`src/rtl/jk_reg_counter_if.sv`:
```
// jk_reg_counter_if: control and state bundle for jk_reg_counter.
//   en    update enable (0 = hold q, tc low)
//   mode  00 JK, 01 count up, 10 count down, 11 rotate left
//   j, k  per-bit JK inputs, used in mode 00 only
//   q     registered state
//   tc    registered terminal-count pulse
// master drives the controls; slave (the register) drives q and tc.
interface jk_reg_counter_if #(
  parameter int WIDTH = 4
);
  logic             en;
  logic [1:0]       mode;
  logic [WIDTH-1:0] j;
  logic [WIDTH-1:0] k;
  logic [WIDTH-1:0] q;
  logic             tc;

  modport master (output en, mode, j, k, input q, tc);
  modport slave  (input en, mode, j, k, output q, tc);
endinterface

```
`src/rtl/jk_reg_counter.sv`:
```
// jk_reg_counter: WIDTH-bit register built from per-bit JK cells.
// Every mode (JK, up, down, rotate) is expressed as a {j,k} drive per cell,
// so all state lives in the cells; tc is a separate registered flag.
//   clk    rising-edge clock
//   rst_n  asynchronous active-low reset (q = RST_VAL, tc = 0)
//   bus    jk_reg_counter_if.slave (en, mode, j, k in; q, tc out)
// Optional build macro JK_REG_COUNTER_SAT_EN: counting saturates at
// all-ones (up) / zero (down) and holds tc high on each saturated cycle.

module jk_cell #(
  parameter logic RST_BIT = 1'b0
) (
  input  logic clk,
  input  logic rst_n,
  input  logic j,
  input  logic k,
  output logic q
);
  always_ff @(posedge clk or negedge rst_n) begin
    if (!rst_n) q <= RST_BIT;
    else begin
      case ({j, k})
        2'b01:   q <= 1'b0;
        2'b10:   q <= 1'b1;
        2'b11:   q <= ~q;
        default: q <= q;
      endcase
    end
  end
endmodule

module jk_reg_counter #(
  parameter int               WIDTH   = 4,
  parameter logic [WIDTH-1:0] RST_VAL = '0
) (
  input  logic             clk,
  input  logic             rst_n,
  jk_reg_counter_if.slave  bus
);
  typedef enum logic [1:0] {
    MODE_JK  = 2'b00,
    MODE_UP  = 2'b01,
    MODE_DN  = 2'b10,
    MODE_ROL = 2'b11
  } mode_e;

  typedef struct packed {
    logic j;
    logic k;
  } jk_drv_t;

  jk_drv_t [WIDTH-1:0] drv;
  logic    [WIDTH-1:0] q;
  logic    [WIDTH-1:0] ones_below;   // bits 0..i-1 all 1 (up toggle term)
  logic    [WIDTH-1:0] zeros_below;  // bits 0..i-1 all 0 (down toggle term)
  logic    [WIDTH-1:0] rot;
  logic                all_ones, all_zero, tc_nxt;

  assign ones_below[0]  = 1'b1;
  assign zeros_below[0] = 1'b1;

  for (genvar i = 1; i < WIDTH; i++) begin : g_prefix
    assign ones_below[i]  = &q[i-1:0];
    assign zeros_below[i] = ~|q[i-1:0];
  end

  assign all_ones = &q;
  assign all_zero = ~|q;
  assign rot      = {q[WIDTH-2:0], q[WIDTH-1]};

  always_comb begin
    drv    = '0;  // {0,0} = hold
    tc_nxt = 1'b0;
    if (bus.en) begin
      case (mode_e'(bus.mode))
        MODE_JK: begin
          for (int i = 0; i < WIDTH; i++) drv[i] = '{j: bus.j[i], k: bus.k[i]};
        end
        MODE_UP: begin
          tc_nxt = all_ones;
`ifdef JK_REG_COUNTER_SAT_EN
          if (!all_ones)
`endif
          for (int i = 0; i < WIDTH; i++) drv[i] = '{j: ones_below[i], k: ones_below[i]};
        end
        MODE_DN: begin
          tc_nxt = all_zero;
`ifdef JK_REG_COUNTER_SAT_EN
          if (!all_zero)
`endif
          for (int i = 0; i < WIDTH; i++) drv[i] = '{j: zeros_below[i], k: zeros_below[i]};
        end
        default: begin
          // Rotate is a full load of the rotated value: j = d, k = ~d.
          for (int i = 0; i < WIDTH; i++) drv[i] = '{j: rot[i], k: ~rot[i]};
        end
      endcase
    end
  end

  for (genvar i = 0; i < WIDTH; i++) begin : g_cell
    jk_cell #(.RST_BIT(RST_VAL[i])) u_cell (
      .clk   (clk),
      .rst_n (rst_n),
      .j     (drv[i].j),
      .k     (drv[i].k),
      .q     (q[i])
    );
  end

  assign bus.q = q;

  logic tc_r;
  always_ff @(posedge clk or negedge rst_n) begin
    if (!rst_n) tc_r <= 1'b0;
    else        tc_r <= tc_nxt;
  end
  assign bus.tc = tc_r;
endmodule

```
`src/flat_wrapper.sv`:
```
// flat-port wrapper written by rule: the top's interface ports become plain ports
module jk_reg_counter_flat 
#(
  parameter int               WIDTH   = 4,
  parameter logic [WIDTH-1:0] RST_VAL = '0
)
  (clk, rst_n, bus_en, bus_mode, bus_j, bus_k, bus_q, bus_tc);
  jk_reg_counter_if #(.WIDTH(WIDTH)) bus_i ();
  input  logic clk;
  input  logic rst_n;
  input wire logic [$bits(bus_i.en)-1:0] bus_en;
  input wire logic [$bits(bus_i.mode)-1:0] bus_mode;
  input wire logic [$bits(bus_i.j)-1:0] bus_j;
  input wire logic [$bits(bus_i.k)-1:0] bus_k;
  output wire logic [$bits(bus_i.q)-1:0] bus_q;
  output wire logic [$bits(bus_i.tc)-1:0] bus_tc;
  assign bus_i.en = bus_en;
  assign bus_i.mode = bus_mode;
  assign bus_i.j = bus_j;
  assign bus_i.k = bus_k;
  assign bus_q = bus_i.q;
  assign bus_tc = bus_i.tc;
  jk_reg_counter #(.WIDTH(WIDTH), .RST_VAL(RST_VAL)) u_core (.clk(clk), .rst_n(rst_n), .bus(bus_i));
endmodule
```
`config.mk`:
```
export PLATFORM = sky130hd
export DESIGN_NAME = jk_reg_counter_flat
export DESIGN_NICKNAME = d
export VERILOG_FILES = /design/src/rtl/jk_reg_counter_if.sv /design/src/rtl/jk_reg_counter.sv /design/src/flat_wrapper.sv
export SDC_FILE = /design/constraint.sdc
export NUM_CORES = 1
export LEC_CHECK = 0
export CORE_AREA = 5 5 42 44
export DETAILED_ROUTE_END_ITERATION = 7
export DIE_AREA = 0 0 47 49
export PLACE_DENSITY_LB_ADDON = 0.1
export SYNTH_ARGS = -nofsm -noshare
export SYNTH_HDL_FRONTEND = slang
export SYNTH_SLANG_ARGS = --single-unit
```
`constraint.sdc`:
```
create_clock -name clk -period 2.36 [get_ports clk]
set_input_delay 0.472 -clock clk [delete_from_list [all_inputs] [get_ports clk]]
set_output_delay 0.472 -clock clk [all_outputs]
set_load 0.005 [all_outputs]
```
After elaboration in Yosys (flattened, before gate mapping)
Index checks and enable logic that the tools add are counted.
{"block": "word_totals", "regBits": 5, "inputBits": 13}
{"block": "op_classes", "n_eq_ne": 14, "n_mux": 8, "bitwise_logic": 4, "n_reduce_logical": 15}
{"cell": "8-bit one-hot mux with 3 select lines", "n": 1}
{"cell": "2-bit equality test (second input constant)", "n": 9}
{"cell": "1-bit one-hot mux with 3 select lines", "n": 4}
{"cell": "3-bit nonzero test", "n": 4}
{"cell": "2-bit by 1-bit equality test with 1-bit output (second input constant)", "n": 5}
{"cell": "8-bit two-way mux", "n": 1}
{"cell": "1-bit logical NOT", "n": 4}
{"cell": "1-bit NOT", "n": 4}
{"cell": "4-bit AND reduction", "n": 1}
{"cell": "4-bit OR reduction", "n": 1}
{"cell": "3-bit AND reduction", "n": 1}
{"cell": "3-bit OR reduction", "n": 1}
{"cell": "2-bit logical NOT", "n": 1}
{"cell": "1-bit one-hot mux with 2 select lines", "n": 1}
{"cell": "2-bit AND reduction", "n": 1}
{"cell": "2-bit OR reduction", "n": 1}
{"cell": "1-bit two-way mux", "n": 1}

Longest topological paths before layout
{"block": "logic_depth", "ltp_word": 6, "depth_mapped": 5, "ltp_nobuf": 5}

Cells and area by module
Synthesis repeated with hierarchy kept, for this count alone.
{"block": "hier_totals", "cells_unflattened": 61, "hier_area_um2": 454.2}
{"module": "jk_reg_counter", "n_inst": 1, "cells_per_inst": 49, "area_per_inst_um2": 319.1, "seq_area_each_um2": 25.0}
{"module": "jk_cell", "n_inst": 4, "cells_per_inst": 3, "area_per_inst_um2": 33.8, "seq_area_each_um2": 25.0}

Least setup slack after synthesis
No wires, ideal clock.
{"block": "synth_path", "path_kind": "input to register", "start": "input bus_mode[0]", "end": "register u_core.g_cell[2].u_cell.q", "setup_time_ps": 87, "t_arrival_ps": 1507, "setup_slack_ps": 767, "path_stages": 5, "path_buffers": 1, "path_cell_list": "ha_1 -> clkbuf_1 -> nand2b_1 -> or4b_1 -> o211ai_1"}
{"block": "synth_via", "elab_chain_cells": 5, "word_cells_on_any_way": 10, "classes_between": "eq/ne: 5; mux: 3; reduce/logical: 2"}
{"element": "from (decl)", "line_no": "flat_wrapper.sv:12", "source": "input wire logic [$bits(bus_i.mode)-1:0] bus_mode;"}
{"element": "2-bit equality test, or another cell as far along", "line_no": "jk_reg_counter.sv:75", "source": "case (mode_e'(bus.mode))"}
{"element": "8-bit one-hot mux with 3 select lines *", "line_no": "jk_reg_counter.sv:75"}
{"element": "8-bit two-way mux *", "line_no": "jk_reg_counter.sv:74", "source": "if (bus.en) begin"}
{"element": "2-bit equality test or 2-bit by 1-bit equality test with 1-bit output (tied branches)", "line_no": "jk_reg_counter.sv:22", "source": "case ({j, k})"}
{"element": "1-bit one-hot mux with 3 select lines or 3-bit nonzero test (tied branches)"}
{"element": "to (signal assigned)", "line_no": "jk_reg_counter.sv:25", "source": "2'b11: q <= ~q;"}
{"element": "to (signal assigned)", "line_no": "jk_reg_counter.sv:26", "source": "default: q <= q;"}
{"element": "to (decl)", "line_no": "jk_reg_counter.sv:17", "source": "output logic q"}
Mark *: on every way between the ends. The rest lies on a longest branch, timed or not.
A chain may end at the register's enable or synchronous reset.

Worst setup path after layout
{"block": "layout_path", "start": "input bus_mode[1]", "end": "register u_core.g_cell[2].u_cell.q"}
The elaborated chain is that of the path after synthesis.

==> impl_metrics.csv <==
group,metric,value,unit
layout,fin_util,0.483,
yosys,synth_cell_types,31,
timing,setup_violations,0,
timing,skew,0.00399,ns
layout,drive_gt1_frac,0.125,
run_status,status,"finished, final reports clean",
detailed_routing,ant_nets,0,
yosys,seq_area_frac_synth,0.249,
layout,multi_input_area,317,um^2
flow_run,maxCapViolCount,0,
place,dpl.cell_count,84,
detailed_routing,vias,479,
timing,fin_setup_tns,0,ns
detailed_routing,drt_iter0_markers,4,
timing,rsz0062_at_grt,"false",
timing,relSlewSlack,0.760,
detailed_routing,routed_via_density,5.44,
cts,postCtsSetupRepairBufs,0,
floorplanning,core_area,1400,um^2
pwr,peakVddDrop,0.000193,V
detailed_routing,drc,0,
place,hpwlAfterDp,944,um
floorplanning,num_io_pins,18,
cts,cts_root_buffer,"clkbuf_4",
layout,fillers,168,
yosys,synth-seq-cells,5,
cts,path_clk_slew,0.04,ns
yosys,synth-async-reset-ratio,1.00,
worst_hold_path,hold_path.class,"input port to async pin",
global_routing,grt_overflow,0,
timing,post-route-period-util,0.804,
pwr,p_leak,0.271,nW
cts,clkSinkCount,5,
worst_setup_path,crit_required,2.51,ns
timing,layout_setup_ws,0.464,ns
pwr,cellPowerDensity,718,nW/um^2
cts,clk_latency,0.24,ns
timing,hold_ws,0.454,ns
place,io_buffers,17,
worst_setup_path,critPathSlowestCell,"or4b_1",
pwr,power,0.486,mW
cts,post_cts_resize_count,0,
worst_setup_path,crit_type,"input port to flop",
global_routing,antenna_found_initial,0,
layout,antennaDiodeCount,0,
detailed_routing,wl_per_cell,13.4,um
timing,max_clock_freq,527,MHz
timing,worstMarginPinSlew,0.356,ns
global_routing,grt_max_degree,12,
floorplanning,die_area,2300,um^2
worst_setup_path,worst_setup_path_end_kind,"flop",
timing,finalMaxSlewViolations,0,
layout,design_area,677,um^2
yosys,synth.avg_cell_area,8.80,um^2
worst_setup_path,cp.arrival,2.05,ns
global_routing,grt_pass1_wl,1.89,mm
yosys,syn_nets,74,
cts,cts_tree,"done",
cts,cts_hold_buf,0,
worst_setup_path,cp-start-kind,"input port",
place,placed_area,651,um^2
cts,clock_path_buffers,2,
yosys,synth_cells,57,
detailed_routing,drt_pass1_iterations,3,
worst_setup_path,critPathMaxFanout,3,
floorplanning,die_y,49,um
global_routing,grt_usage,0.109,
cts,ctsHtreeMaxLevel,1,
floorplanning,initial_core_util,0.358,
worst_setup_path,critical_path.cell_chain,"clkdlybuf4s50_1 > inv_1 > ha_1 > and3_1 > or4b_1 > o211ai_1",
layout,fin_cells,88,
place,gp_congestion,0.738,
detailed_routing,wl,1.18,mm
place,pre_cts_ws,0.216,ns
global_routing,grt_pass1_vias,438,
layout,final_nets,90,
layout,syn2layout_area_growth,34.9,%
worst_setup_path,max_stage_delay,0.51,ns
yosys,synthFlopType,"dfrtp_1",
floorplanning,die_w,47,um
floorplanning,num_rows,14,
yosys,synth_edf_count,0,
yosys,yosysWarnings,0,
layout,regArea,125,um^2
cts,cts_buffers,3,
yosys,synth_area,502,um^2
timing,hold_viol,0,
timing,timing.final.crit_period,1.90,ns
## registers in the layout (all words and copies together) (netlist names)
| name | flops |
|---|---|
| u_core.bus.tc | 1 |
| u_core.g_cell.u_cell.q | 4 |
## synth_stat cells (2+ instances only)
master / count / share of area
a21boi_0: 4 / 0.060
a21oi_1: 3 / 0.030
nor2b_1: 2 / 0.025
clkbuf_1: 2 / 0.015
nand3_1: 2 / 0.020
dfrtp_1: 5 / 0.25
inv_1: 3 / 0.022
and3_1: 2 / 0.025
o21ai_0: 2 / 0.020
nand2_1: 4 / 0.030
buf_4: 4 / 0.060
ha_1: 4 / 0.10
nand2b_1: 2 / 0.025
## worst max-delay path: cells and delay by family
| kind | cells | cell delay, ns |
|---|---|---|
| compound gates | 1 | 0.10 |
| buf+inv | 2 | 0.57 |
| simple gates | 2 | 0.70 |
| fa+ha+maj | 1 | 0.20 |
## layout make-up
type,instances,share of cell area
Sequential cell,5,0.185
Timing Repair Buffer,18,0.262
Inverter,3,0.0166
Clock buffer,4,0.0388
Tap cell,16,0.0296
Multi-Input combinational cell,42,0.468
## layer usage
| layer | GRT usage | up-vias | wire (um) |
|---|---|---|---|
| li1 | - | 238 | - |
| met1 | 0.143 | 231 | 538 |
| met2 | 0.167 | 10 | 572 |
| met3 | 0.0221 | 0 | 67 |
| met4 | 0.0415 | 0 | 0 |
| met5 | 0 | - | 0 |
## placed cells by master (no fill, tap or decap), types with 2 or more instances in the layout
cell / n
clkbuf_4: 3
nor2b_1: 2
inv_1: 3
ha_1: 4
and3_1: 2
a21boi_0: 4
nand3_1: 2
nand2b_1: 2
a21oi_1: 3
clkdlybuf4s50_1: 17
o21ai_0: 2
dfrtp_1: 5
nand2_1: 4
## cells by family after synthesis
group                      synth area share
DFF                                   0.249
buffers and inverters                 0.120
AOI/OAI and AO/OA                     0.297
adders and majority gates            0.0998
and+or+nand+nor                       0.214
muxes                                0.0200
## where the power goes
group	switching, mW	internal [mW]
clock	0.0324	0.0637
sequential	0.0690	0.116
combinational	0.0713	0.133
total	0.173	0.313
## worst paths after layout
kind,cells past startpoint,to,slack (ns),start
min in group clk,2,u_core.g_cell[3].u_cell.q,0.62,u_core.g_cell[3].u_cell.q
max reg2reg,3,u_core.bus.tc,0.87,u_core.g_cell[0].u_cell.q
min reg2reg,2,u_core.g_cell[3].u_cell.q,0.62,u_core.g_cell[3].u_cell.q
max in group asynchronous,1,u_core.g_cell[2].u_cell.q,1.71,rst_n
max,6,u_core.g_cell[2].u_cell.q,0.46,bus_mode[1]
min,1,u_core.bus.tc,0.45,rst_n
No activity file was read; power rests on OpenSTA's default activity.
